===== src/rtl/multicycle_ctrl.sv =====
// Multi-cycle FETCH/DECODE/EXEC/MEM/WB/TRAP controller for an RV32I core: owns pc and instret and drives the memory handshakes.
// Optional MEM_TIMEOUT_EN: bounds FETCH/MEM waits to TIMEOUT cycles and traps on expiry.
module multicycle_ctrl #(
  parameter logic [31:0] RESET_PC = 32'h0000_0000,
  parameter int          CNT_W    = 32,
  parameter int          TIMEOUT  = 16
) (
  input  logic             clk,
  input  logic             rst,
  input  logic [5:0]       opcode,
  input  logic             branch_taken,
  input  logic [31:0]      target,
  input  logic             imem_ready,
  input  logic             dmem_ready,
  output logic [31:0]      pc,
  output logic             imem_req,
  output logic             ir_we,
  output logic             dmem_req,
  output logic             dmem_we,
  output logic             alu_src_imm,
  output logic             alu_a_pc,
  output logic             rf_we,
  output logic [1:0]       wb_sel,
  output logic [CNT_W-1:0] instret,
  output logic             halt
);

  typedef enum logic [2:0] {FETCH, DECODE, EXEC, MEM, WB, TRAP} state_t;

  state_t state, state_next;
  logic   live;

  logic is_lui, is_auipc, is_jal, is_jalr, is_branch, is_load, is_store;
  logic is_opimm, is_op, is_illegal, writes, xfer, misalign, timeout_hit;

  assign is_lui     = (opcode == 6'd0);
  assign is_auipc   = (opcode == 6'd1);
  assign is_jal     = (opcode == 6'd2);
  assign is_jalr    = (opcode == 6'd3);
  assign is_branch  = (opcode >= 6'd4)  && (opcode <= 6'd9);
  assign is_load    = (opcode >= 6'd10) && (opcode <= 6'd14);
  assign is_store   = (opcode >= 6'd15) && (opcode <= 6'd17);
  assign is_opimm   = (opcode >= 6'd18) && (opcode <= 6'd26);
  assign is_op      = (opcode >= 6'd27) && (opcode <= 6'd36);
  assign is_illegal = (opcode == 6'd63);

  assign writes   = is_lui | is_auipc | is_jal | is_jalr | is_load | is_opimm | is_op;
  assign xfer     = is_jal | is_jalr | (is_branch & branch_taken);
  assign misalign = xfer & target[1];

`ifdef MEM_TIMEOUT_EN
  localparam int TW = $clog2(TIMEOUT + 1);
  logic [TW-1:0] wait_cnt;

  always_ff @(posedge clk) begin
    if (rst || (state_next != state))
      wait_cnt <= '0;
    else if (imem_req || dmem_req)
      wait_cnt <= wait_cnt + 1'b1;
  end

  // Last permitted wait cycle; a ready arriving in this same cycle still wins.
  assign timeout_hit = (wait_cnt == TW'(TIMEOUT - 1));
`else
  assign timeout_hit = 1'b0;
`endif

  // NOTE: sequential state uses non-blocking assignments so every register samples pre-edge values.
  always_ff @(posedge clk) begin
    if (rst) begin
      state <= FETCH;
      live  <= 1'b0;
    end else begin
      state <= state_next;
      live  <= 1'b1;
    end
  end

  // live holds imem_req low for the first cycle after reset so an in-flight fetch is dropped.
  always_comb begin
    // NOTE: every output gets a default before the case so no path through it can infer a latch.
    state_next  = state;
    imem_req    = 1'b0;
    ir_we       = 1'b0;
    dmem_req    = 1'b0;
    dmem_we     = 1'b0;
    alu_src_imm = 1'b0;
    alu_a_pc    = 1'b0;
    rf_we       = 1'b0;
    wb_sel      = 2'd0;
    halt        = 1'b0;
    case (state)
      FETCH: begin
        imem_req = live;
        ir_we    = live & imem_ready;
        if (ir_we)                    state_next = DECODE;
        else if (live && timeout_hit) state_next = TRAP;
      end
      DECODE: state_next = is_illegal ? TRAP : EXEC;
      EXEC:   state_next = (is_load || is_store) ? MEM : WB;
      MEM: begin
        dmem_req = 1'b1;
        dmem_we  = is_store;
        if (dmem_ready)       state_next = WB;
        else if (timeout_hit) state_next = TRAP;
      end
      WB: begin
        if (misalign) begin
          state_next = TRAP;
        end else begin
          rf_we      = writes;
          wb_sel     = is_load ? 2'd1 : (is_jal || is_jalr) ? 2'd2 : is_lui ? 2'd3 : 2'd0;
          state_next = FETCH;
        end
      end
      TRAP:    halt = 1'b1;
      default: state_next = FETCH;
    endcase
    if (state == EXEC || state == MEM || state == WB) begin
      alu_a_pc    = is_auipc | is_jal | is_branch;
      alu_src_imm = is_auipc | is_jal | is_jalr | is_branch | is_load | is_store | is_opimm;
    end
  end

  always_ff @(posedge clk) begin
    if (rst) begin
      pc      <= RESET_PC;
      instret <= '0;
    end else if (state == WB && !misalign) begin
      pc      <= xfer ? {target[31:1], target[0] & ~is_jalr} : pc + 32'd4;
      instret <= instret + CNT_W'(1);
    end
  end

endmodule


===== config.mk =====
export PLATFORM = sky130hd
export DESIGN_NAME = multicycle_ctrl
export DESIGN_NICKNAME = d
export VERILOG_FILES = /design/src/rtl/multicycle_ctrl.sv
export SDC_FILE = /design/constraint.sdc
export NUM_CORES = 1
export LEC_CHECK = 0
export BUFFER_PORTS_ARGS = -buffer_cell sky130_fd_sc_hd__buf_4
export CORE_MARGIN = 8
export CORE_UTILIZATION = 52
export CTS_CLUSTER_DIAMETER = 40
export DETAILED_ROUTE_END_ITERATION = 10
export GPL_TIMING_DRIVEN = 0
export PLACE_DENSITY = 0.82
export SYNTH_ARGS = -nofsm -noshare
export SYNTH_HDL_FRONTEND = slang
export SYNTH_SLANG_ARGS = --single-unit

===== constraint.sdc =====
create_clock -name clk -period 2.6 [get_ports clk]
set_clock_uncertainty 0.15 [all_clocks]
set_input_delay 0.26 -clock clk [delete_from_list [all_inputs] [get_ports clk]]
set_output_delay 0.26 -clock clk [all_outputs]
set_load 0.03 [all_outputs]

==> results of run 1 <==
-- area by class of cell --
cell class	count	share of cell area (%)
Tap cell	99	2.37
Sequential cell	68	26.2
Clock buffer	10	2.64
Multi-Input combinational cell	398	46.2
Clock inverter	6	1.22
Buffer	35	3.12
Timing Repair Buffer	118	17.0
Inverter	18	1.29
-- cell usage in the layout (no fill, tap or decap), types with 3 or more instances in the layout --
cell type,n
a2111oi_0,4
a211oi_1,9
a21oi_1,52
a2bb2oi_1,5
a31oi_1,3
a41o_1,3
and2_1,7
and3_1,7
buf_4,118
clkbuf_1,28
clkbuf_8,12
dfxtp_1,65
inv_1,17
nand2_1,50
nand3_1,25
nand4_1,12
nor2_1,34
nor2b_1,9
nor3_1,17
nor4_1,12
o211ai_1,5
o21a_1,5
o21ai_0,34
o22ai_1,6
o31a_1,6
o31ai_1,14
o32ai_1,5
or3_1,14
or4_1,15
xnor2_1,7
-- kinds of logic after synthesis --
logic type                 Yosys count  synth area share, %
and+or+nand+nor                    218                 28.8
AOI/OAI and AO/OA                  166                 27.2
DFF                                 68                 34.6
buffers and inverters               58                 5.78
xor gates and xnor gates             7                 1.56
muxes                                5                 1.46
adders and majority gates            2                0.635
-- cell usage after synthesis, types with 2 or more instances --
library cell | count | area share [%]
dfxtp_1 | 68 | 35
a21oi_1 | 53 | 6.7
nand2_1 | 50 | 4.8
clkbuf_1 | 36 | 3.4
nor2_1 | 34 | 3.2
o21ai_0 | 34 | 4.3
nand3_1 | 25 | 3.2
nor3_1 | 18 | 2.3
inv_1 | 17 | 1.6
nor4_1 | 15 | 2.4
or3_1 | 15 | 2.4
or4_1 | 15 | 2.9
o31ai_1 | 14 | 2.7
nand4_1 | 12 | 1.9
a211oi_1 | 9 | 1.7
nor2b_1 | 9 | 1.4
and2_1 | 7 | 1.1
and3_1 | 7 | 1.1
xnor2_1 | 7 | 1.6
o22ai_1 | 6 | 0.95
o31a_1 | 6 | 1.3
a2111oi_0 | 5 | 1.1
a2bb2oi_1 | 5 | 1.1
o211ai_1 | 5 | 0.95
o21a_1 | 5 | 0.95
o32ai_1 | 5 | 1.1
a31oi_1 | 3 | 0.48
a41o_1 | 3 | 0.76
nor3b_1 | 3 | 0.57
a2111o_1 | 2 | 0.57
a21o_1 | 2 | 0.38
a41oi_1 | 2 | 0.44
and4_1 | 2 | 0.44
buf_2 | 2 | 0.25
ha_1 | 2 | 0.64
mux2_2 | 2 | 0.57
mux2i_1 | 2 | 0.51
nand3b_1 | 2 | 0.38
o221ai_1 | 2 | 0.44
-- worst paths after layout --
| path | start | end | slack [ns] | cells past startpoint |
|---|---|---|---|---|
| min reg2reg | pc[0] | pc[0] | 0.31 | 2 |
| max reg2reg | instret[10] | instret[31] | 0.15 | 6 |
| min | target[2] | pc[2] | 0.02 | 3 |
| max | instret[10] | instret[31] | 0.15 | 6 |
-- tightest hold or removal path: stages --
cell     delay [ns]
buf_4          0.11
nand3_1        0.05
a21oi_1        0.06
-- timing repair --
action / CTS / global route
setup buffers: 0 / 2
pin swaps: 0 / 0
setup endpoints to repair: 34 / 23
resized for setup: 13 / 10
cloned: 0 / 0
-- flip-flops by register name (all words and copies together), names as in the netlist --
register	flops
instret	32
pc	32
state	3
live	1
-- power breakdown --
part	switching (W)	internal, W	leakage [nW]
sequential	0.0000326	0.00106	0.550
combinational	0.000221	0.000149	1.22
clock	0.000424	0.000467	0.0983
total	0.000678	0.00167	1.86
-- per-layer routing --
metal  GRT usage, %  vias up  part of all wire [%]
met5              0        -                     0
met4           10.3        0                   2.4
met3           6.28       38                    11
met2           42.7      278                    47
met1           30.0     2222                    39
li1               -     2227                     -
-- through the flow --
stage          cell area (sq um)  instances  hold WS [ns]  power (W)
5_1_grt                     5220        752        0.0308    0.00244
6_report                    5220        752        0.0181    0.00235
3_3_place_gp                4940        739         0.293    0.00146
2_1_floorplan               3950        524         0.262    0.00132
4_1_cts                     5180        753        0.0209    0.00234
3_5_place_dp                4940        739         0.299    0.00147
==> metrics.md, run 1 <==
| Metric | Value |
|---|---|
| Status | complete, no violations |
| # diodes | 0 |
| CP arrival | 2.54 ns |
| CP peak stage delay | 0.45 ns |
| Slowest stage cell, crit path | dfxtp_1 |
| DR vias | between 4000 and 5000 |
| FP Rows | 31 |
| Setup CP Type | reg2reg |
| Final WS setup | between 0.15 and 0.2 ns |
| Wire length per cell | 18.3 um |
| Pwr Density | 451 nW/um^2 |
| Initial core utilization | 54.0% |
| Critical-path cell list | and4_1, nand3_1, nand3b_1, clkbuf_1, nor4_2, mux2_2 |
| HP Class | in2reg |
| Num CTS Buffers | 9 |
| Final hold viol count | 0 |
| # IOs | around 120 |
| Crit end category | flop |
| Delay-heaviest family, CP | simple AND/OR/NAND/NOR gates |
| RSZ-0062 raised after global routing | false |
| Relative slew slack | 54.0% |
| Via/cell ratio | 6.34 |
| Layout cells sized above 1 | 24.3% |
| Synthesized area per cell | roughly 7.5 sq um |
| Drc violations | 0 |
| CTS clk-pin slew, worst paths | 0.08 ns |
| Post-route ant nets | 0 |
| Area Overhead vs Synth | 32.4% |
| Sequential-to-total area share from yosys stat | 34.6% |
| Reg area | 1370 sq um |
| Worst VDD drop | 331 uV |
| Data required time of the critical path | roughly 2.7 ns |
| Tmin final | around 2.4 ns |
| Post-Syn Instances | 524 |
| # nets final | approximately 700 |
| Sink Count | 68 |
| Worst Path Max Fanout | 10 |
| Slew of the pin with the lowest slew margin | 0.673 ns |
| Tcrit/Tclk final | 94.2% |
| CTS Root Cell | clkbuf_8 |
| Buf/Inv on CP | 1 |
| Vias in the first global route | 4524 |
| Setup TNS | 0 ns |
| Synth Cell Area | 3940 sq um |
| Netlist cell types | 52 |
| Number of synthesized flops with an enable pin | 0 |
| Post-synth net total | 569 |
| Die H | 103 um |
| Placement Setup Slack | -0.290 ns |
| CTS tree | yes |
| F_max | 408 MHz |
| CORE AREA | 7290 sq um |
| Initial DRC Count | 388 |
| Pin count of the biggest net entering global routing | 14 |
| Wire length of the first global-routing pass | between 20000 and 25000 um |
| Worst Setup Start Kind | flop |
| WL final | 13800 um |
| Filler Cells Inserted | 634 |
| Pre-antenna DRT Iters | 6 |
| Post-layout util | 71.6% |
| Clk Latency, worst-skew pair | 0.35 ns |
| Max_cap viols | 0 |
| Final GP Congestion | 0.990 |
| IO Port Bufs | approximately 120 |
| All-Layer GR Usage | 25.3% |
| Hold_buf cts | 0 |
| Post-synth top flop | dfxtp_1 |
| Die ar. | ~11000 sq um |
| Leak | 1.86 nW |
| H-tree depth | 3 |
| YS warnings | 0 |
| Area of the multi-input gates | 2410 sq um |
| GR Overflow Total | 0 |
| Synth Register Bits | 68 |
| Async SR Flop Fraction | 0% |
| Initial antenna violation count | 0 |
| CTS max path bufs | 2 |
| Detailed Place HPWL | 10100 um |
| Max-slew violations | 0 |
| Die Wd | 103 um |
| Final setup fails | 0 |
Note: power is estimated with default switching activity, not from simulation.
==> run 2, diff against run 1 <==
--- a/config.mk
+++ b/config.mk
@@ -6,7 +6,7 @@
 export NUM_CORES = 1
 export LEC_CHECK = 0
 export BUFFER_PORTS_ARGS = -buffer_cell sky130_fd_sc_hd__buf_4
-export CORE_MARGIN = 8
+export CORE_MARGIN = 5
 export CORE_UTILIZATION = 52
 export CTS_CLUSTER_DIAMETER = 40
 export DETAILED_ROUTE_END_ITERATION = 10
==> run 2 against run 1 <==
Clock power decreased by 14%. Utilization is 0.94 points lower. Wire length decreased by 2.8%. Largest cell class unchanged. The flow now finishes with violations (DRC). Non-clock buffer count is 2 higher. Total power decreased by 5.4%. Design area is 0.79% lower.
==> metrics.md, run 2 (synthesized netlist as in run 1, its figures left out) <==
| Metric | Value |
|---|---|
| CTS clk-pin slew, worst paths | 0.08 ns |
| Max-slew violations | 0 |
| Initial DRC Count | 374 |
| # IOs | 117 |
| FP Rows | 31 |
| Pwr Density | 430 nW/um^2 |
| H-tree depth | 3 |
| IO Port Bufs | 116 |
| Status | finished, violations left |
| Area Overhead vs Synth | 31.4% |
| CP arrival | about 2.2 ns |
| DR vias | 4756 |
| # nets final | slightly below 700 |
| Final instance area | between 5000 and 6000 sq um |
| Detailed Place HPWL | 9700 um |
| Setup TNS | 0 ns |
| Pre-antenna DRT Iters | 8 |
| Die H | 97.0 um |
| Final hold viol count | 0 |
| Wire length per cell | 17.8 um |
| Setup CP Type | reg2out |
| GR Overflow Total | 0 |
| Post-layout util | 70.6% |
| Sink Count | 68 |
| Worst Setup Start Kind | flop |
| Crit end category | output port |
| Largest registers | instret: 32 flops, pc: 32 flops, state: 3 flops |
| Max_cap viols | 0 |
| Die ar. | between 9000 and 10000 sq um |
| Filler Cells Inserted | approximately 640 |
| Wire length of the first global-routing pass | 21200 um |
| Final GP Congestion | 0.904 |
| Clk Latency, worst-skew pair | roughly 0.35 ns |
| Most common cell after layout, fill and taps aside | buf_4 |
| F_max | 387 MHz |
| Layout cells sized above 1 | between 20% and 30% |
| CORE AREA | 7330 sq um |
| All-Layer GR Usage | a little over a quarter |
| Via/cell ratio | 6.31 |
| Tmin final | 2.59 ns |
| Initial antenna violation count | 0 |
| CTS tree | yes |
| Die Wd | 97.0 um |
| Post-route ant nets | 0 |
| Worst Path Max Fanout | 10 |
| WL final | 13400 um |
| Failing checks | DRC |
| Drc violations | 1 |
| RSZ-0062 raised after global routing | true |
| HP Class | in2reg |
| CTS max path bufs | 2 |
| Num CTS Buffers | 9 |
| Commonest non-fill, non-tap cells in the layout | buf_4, dfxtp_1, a21oi_1 |
| Tcrit/Tclk final | around 100% |
| Worst VDD drop | 357 uV |
| Vias in the first global route | 4472 |
| Final setup fails | 0 |
| # diodes | 0 |
| Relative slew slack | between 50% and 60% |
| Cell area after placement | 4940 sq um |
| Leak | between 1.5 and 2 nW |
| Data required time of the critical path | 2.19 ns |
| Slew of the pin with the lowest slew margin | about 0.67 ns |
| CTS Root Cell | clkbuf_8 |
| Pin count of the biggest net entering global routing | 14 |
| Initial core utilization | 53.7% |
[run 2: cell count changes in the layout (fill, tap and decap cells not counted), moves of 2 or more]
| cell | before | now |
|---|---|---|
| clkinvlp_4 | 2 | 0 |
| clkbuf_1 | 28 | 31 |
| clkinv_2 | 2 | 4 |
| dfxtp_1 | 65 | 67 |
| clkbuf_8 | 12 | 10 |
[run 2: final cells by class]
cell class / instances / area, sq um / area share [%]
Buffer: 37 / 165 / 3.19
Clock inverter: 5 / 28.8 / 0.556
Tap cell: 99 / 124 / 2.39
Timing Repair Buffer: 118 / 886 / 17.1
Clock buffer: 11 / 131 / 2.54
Inverter: 18 / 67.6 / 1.31
Multi-Input combinational cell: 398 / 2410 / 46.6
Sequential cell: 68 / 1360 / 26.3
[run 2: stage by stage]
step	setup WS (ns)	hold slack, ns	power (W)	cells
6_report	0.0143	0.0349	0.00222	754
5_1_grt	-0.0722	0.0415	0.00229	754
4_1_cts	-0.0778	0.0466	0.00221	754
3_5_place_dp	-0.239	0.299	0.00147	739
3_3_place_gp	-0.250	0.295	0.00146	739
2_1_floorplan	0.110	0.262	0.00132	524
[run 2: where the power goes]
part	internal [W]	total, W	switching (W)
Sequential	0.00106	0.00107	0.0000147
Clock	0.000342	0.000766	0.000424
Combinational	0.000150	0.000385	0.000235
[run 2: metal layers]
metal,vias up,global-route usage [%],wire length [um]
li1,2222,-,-
met5,-,0,0
met4,0,9.72,356
met1,2188,32.7,5290
met3,45,7.91,1460
met2,301,44.0,6290
[run 2: path summary, 6_finish.rpt]
kind / start / to / slack [ns] / cells past startpoint
max: state[1] / rf_we / 0.01 / 7
min: target[2] / pc[2] / 0.03 / 3
max reg2reg: pc[7] / pc[15] / 0.07 / 5
min reg2reg: pc[0] / pc[0] / 0.31 / 2
[run 2: timing repair]
action / CTS / global route
hold buffers: 0 / 0
buffers inserted: 0 / 2
gates resized for setup: 12 / 7
gates cloned: 0 / 0
endpoints found under the setup margin: 22 / 33
[run 2: critical path, cell delays in order (launching register included)]
cell      delay (ns)
dfxtp_1         0.30
clkbuf_1        0.18
or3_4           0.45
a21oi_2         0.15
clkbuf_8        0.19
clkbuf_4        0.22
o21a_1          0.16
buf_4           0.16
==> run 3, diff against run 2 <==
--- a/config.mk
+++ b/config.mk
@@ -5,13 +5,14 @@
 export SDC_FILE = /design/constraint.sdc
 export NUM_CORES = 1
 export LEC_CHECK = 0
+export ABC_AREA = 1
 export BUFFER_PORTS_ARGS = -buffer_cell sky130_fd_sc_hd__buf_4
 export CORE_MARGIN = 5
-export CORE_UTILIZATION = 52
+export CORE_UTILIZATION = 54
 export CTS_CLUSTER_DIAMETER = 40
 export DETAILED_ROUTE_END_ITERATION = 10
 export GPL_TIMING_DRIVEN = 0
-export PLACE_DENSITY = 0.82
+export PLACE_DENSITY = 0.83
 export SYNTH_ARGS = -nofsm -noshare
 export SYNTH_HDL_FRONTEND = slang
 export SYNTH_SLANG_ARGS = --single-unit
==> run 3 against run 2 <==
The flow now finishes without violations. Largest power group unchanged. Non-clock buffer count down 16. Clock power up 29%. Worst hold slack better by 0.014 ns. Synthesized cell count up 51%. Utilization down 0.079 points.
==> metrics.md, run 3 <==
| Metric | Value |
|---|---|
| Status | complete, no violations |
| Combinational share of power | between 10 and 15% |
| Critical R2R Launch | instret[0] |
| Worst Setup Start Kind | flop |
| Wire length per cell | around 16 um |
| Initial antenna violation count | 0 |
| Vias in the first global route | 5308 |
| Layout cells sized above 1 | 17.3% |
| Synth top area share | 29.5% |
| All-Layer GR Usage | 30.6% |
| YS warnings | 0 |
| Crit path from | state[2] |
| Pin count of the biggest net entering global routing | 13 |
| CTS clk-pin slew, worst paths | 0.07 ns |
| Hold_buf cts | 0 |
| Filler Cells Inserted | between 800 and 900 |
| Simple-Gate Fraction of Synth Area | 45.4% |
| F_max | 427 MHz |
| Met2 routed WL | 7740 um |
| Xor-xnor portion of the synthesized cell area | 6.26% |
| Die H | approximately 100 um |
| Final instance area | about 5800 sq um |
| Setup CP Type | reg2out |
| R2R Setup Slk | 0.28 ns |
| Worst Path Max Fanout | 10 |
| Post-layout util | 70.5% |
| H-tree depth | 3 |
| FF-to-FF path depth | 8 |
| Clk pwr share | 40.9% |
| Final GP Congestion | 0.988 |
| FP Rows | 33 |
| Highest Signal Layer | met4 |
| Detailed Place HPWL | 12500 um |
| Initial DRC Count | 304 |
| Most common cell in the netlist | nand2_1 |
| Gates resized, CTS repair | 0 |
| Via/cell ratio | 5.50 |
| CTS Root Cell | clkbuf_8 |
| Most common cell after layout, fill and taps aside | nand2_1 |
| # IOs | about 120 |
| Worst VDD drop | 248 uV |
| Relative slew slack | 57.9% |
| Critical Path End | wb_sel[1] |
| CTS max path bufs | 2 |
| CORE AREA | 8260 sq um |
| Drc violations | 0 |
| Post-Synth Adder-Cell Area | 0.542% |
| Synthesized area per cell | 5.84 sq um |
| Reg2reg end | instret[16] |
| Leak | about 2.4 nW |
| Wire length of the first global-routing pass | 25400 um |
| Async SR Flop Fraction | 0% |
| Synth Cell Area | 4610 sq um |
| Cell area after placement | 5610 sq um |
| HP Class | in2reg |
| Yosys top cell by area | dfxtp_1 |
| Post-synth top flop | dfxtp_1 |
| Tcrit/Tclk final | 90.0% |
| GR Overflow Total | 0 |
| Clk Latency, worst-skew pair | 0.35 ns |
| # nets final | 961 |
| Tmin final | between 2 and 2.5 ns |
| Largest family of logic cells by synthesized area | simple AND/OR/NAND/NOR gates |
| Switching power share of the total | 28.6% |
| Largest registers | instret: 32 flops, pc: 32 flops, state: 3 flops |
| Initial core utilization | between 50% and 60% |
| Pwr Density | ~420 nW/um^2 |
| Area Overhead vs Synth | 26.2% |
| Final setup fails | 0 |
| Post-synth net total | 835 |
| CP arrival | between 1.5 and 2 ns |
| Netlist cell types | 28 |
| Final hold viol count | 0 |
| Crit end category | output port |
| Commonest non-fill, non-tap cells in the layout | nand2_1, nor2_1, buf_4 |
| Met3 WL | 1220 um |
| Die ar. | 10500 sq um |
| Number of synthesized flops with an enable pin | 0 |
| Num CTS Buffers | 9 |
| Fraction of synthesized area in multiplexers | 0% |
| RSZ-0062 raised after global routing | false |
| Setup TNS | 0 ns |
| # diodes | 0 |
| Commonest cells in the netlist | nand2_1, nor2_1, dfxtp_1 |
| Post-Syn Instances | around 800 |
| CTS tree | yes |
| Max-slew violations | 0 |
| Pre-antenna DRT Iters | 5 |
| Synth Register Bits | 68 |
| Sw power | between 0.0006 and 0.0007 W |
| Synth Area in Compound Gates | 11.3% |
| Data required time of the critical path | 2.19 ns |
| Slew of the pin with the lowest slew margin | 0.632 ns |
| Synth area leaders | dfxtp_1, nand2_1, nor2_1 |
| Post-route ant nets | 0 |
| Reg power frac | 44.8% |
| Postcts setup bufs | 0 |
| Die Wd | between 100 and 150 um |
| Met1 wire length | 6580 um |
| Int Power | 0.00173 W |
| WL final | roughly 16000 um |
| Sink Count | 68 |
| IO Port Bufs | 115 |
| Max_cap viols | 0 |
| Sequential-to-total area share from yosys stat | 29.5% |
| DR vias | 5646 |
[run 3: changes by cell type in the layout (fill, tap and decap cells not counted), sizes merged, moves of 20 or more]
| cell | change |
|---|---|
| xor2 | +20 |
| nor2 | +95 |
| inv | +38 |
| nand2 | +244 |
| clkbuf | -26 |
| nand3 | +22 |
[run 3: how the worst min path moves through the flow]
stage / from / end / slack [ns] / cells after the start
floorplan: target[0] / pc[0] / 0.27 / 2
global placement: pc[1] / pc[1] / 0.29 / 2
CTS: target[0] / pc[0] / 0.05 / 3
detailed placement: pc[1] / pc[1] / 0.31 / 2
finish: target[0] / pc[0] / 0.05 / 3
global route: target[0] / pc[0] / 0.06 / 3
[run 3: cell type report]
type                       instances  area (sq um)  share of cell area [%]
clock buffer                      10           128                    2.19
sequential                        68          1360                    23.4
buffer                            24           113                    1.93
tap                              105           131                    2.26
multi-input combinational        643          2930                    50.4
clock inverter                     6          87.6                    1.50
timing repair buffer             115           863                    14.8
inverter                          55           206                    3.54
[run 3: logic make-up after synthesis]
kind of cell,count (synthesis)
XOR/XNOR,33
buffers and inverters,79
flip-flops,68
AO/OA/AOI/OAI,101
AND/OR/NAND/NOR,507
adder cells (fa/ha/maj),2
[run 3: per-stage QoR]
| stage | hold WS [ns] | worst slack, ns | std cells | total power, W |
|---|---|---|---|---|
| floorplan | 0.270 | 0.592 | 790 | 0.00130 |
| global placement | 0.294 | 0.386 | 1010 | 0.00144 |
| detailed placement | 0.314 | 0.333 | 1010 | 0.00145 |
| CTS | 0.0464 | 0.277 | 1026 | 0.00242 |
| global route | 0.0564 | 0.0971 | 1026 | 0.00251 |
| finish | 0.0493 | 0.259 | 1026 | 0.00242 |
[run 3: power groups by stage]
| stage | Sequential [W] | Clock (W) | Combinational [W] |
|---|---|---|---|
| after floorplan | 0.00112 | 0 | 0.000183 |
| after global placement | 0.00111 | 0 | 0.000331 |
| after detailed placement | 0.00111 | 0 | 0.000342 |
| after CTS | 0.00108 | 0.000994 | 0.000343 |
| after global routing | 0.00109 | 0.00105 | 0.000377 |
| final | 0.00109 | 0.000990 | 0.000347 |
[run 3: per-layer routing]
metal  up-vias  GRT usage (%)
li1       2775              -
met5         -              0
met4         0           13.0
met1      2577           38.7
met2       263           51.9
met3        31           4.51
[run 3: critical path: stages (launching register included)]
cell	delay, ns
dfxtp_1	0.37
inv_1	0.11
nor2_1	0.36
nand2_2	0.19
buf_2	0.24
a21oi_1	0.14
buf_4	0.17
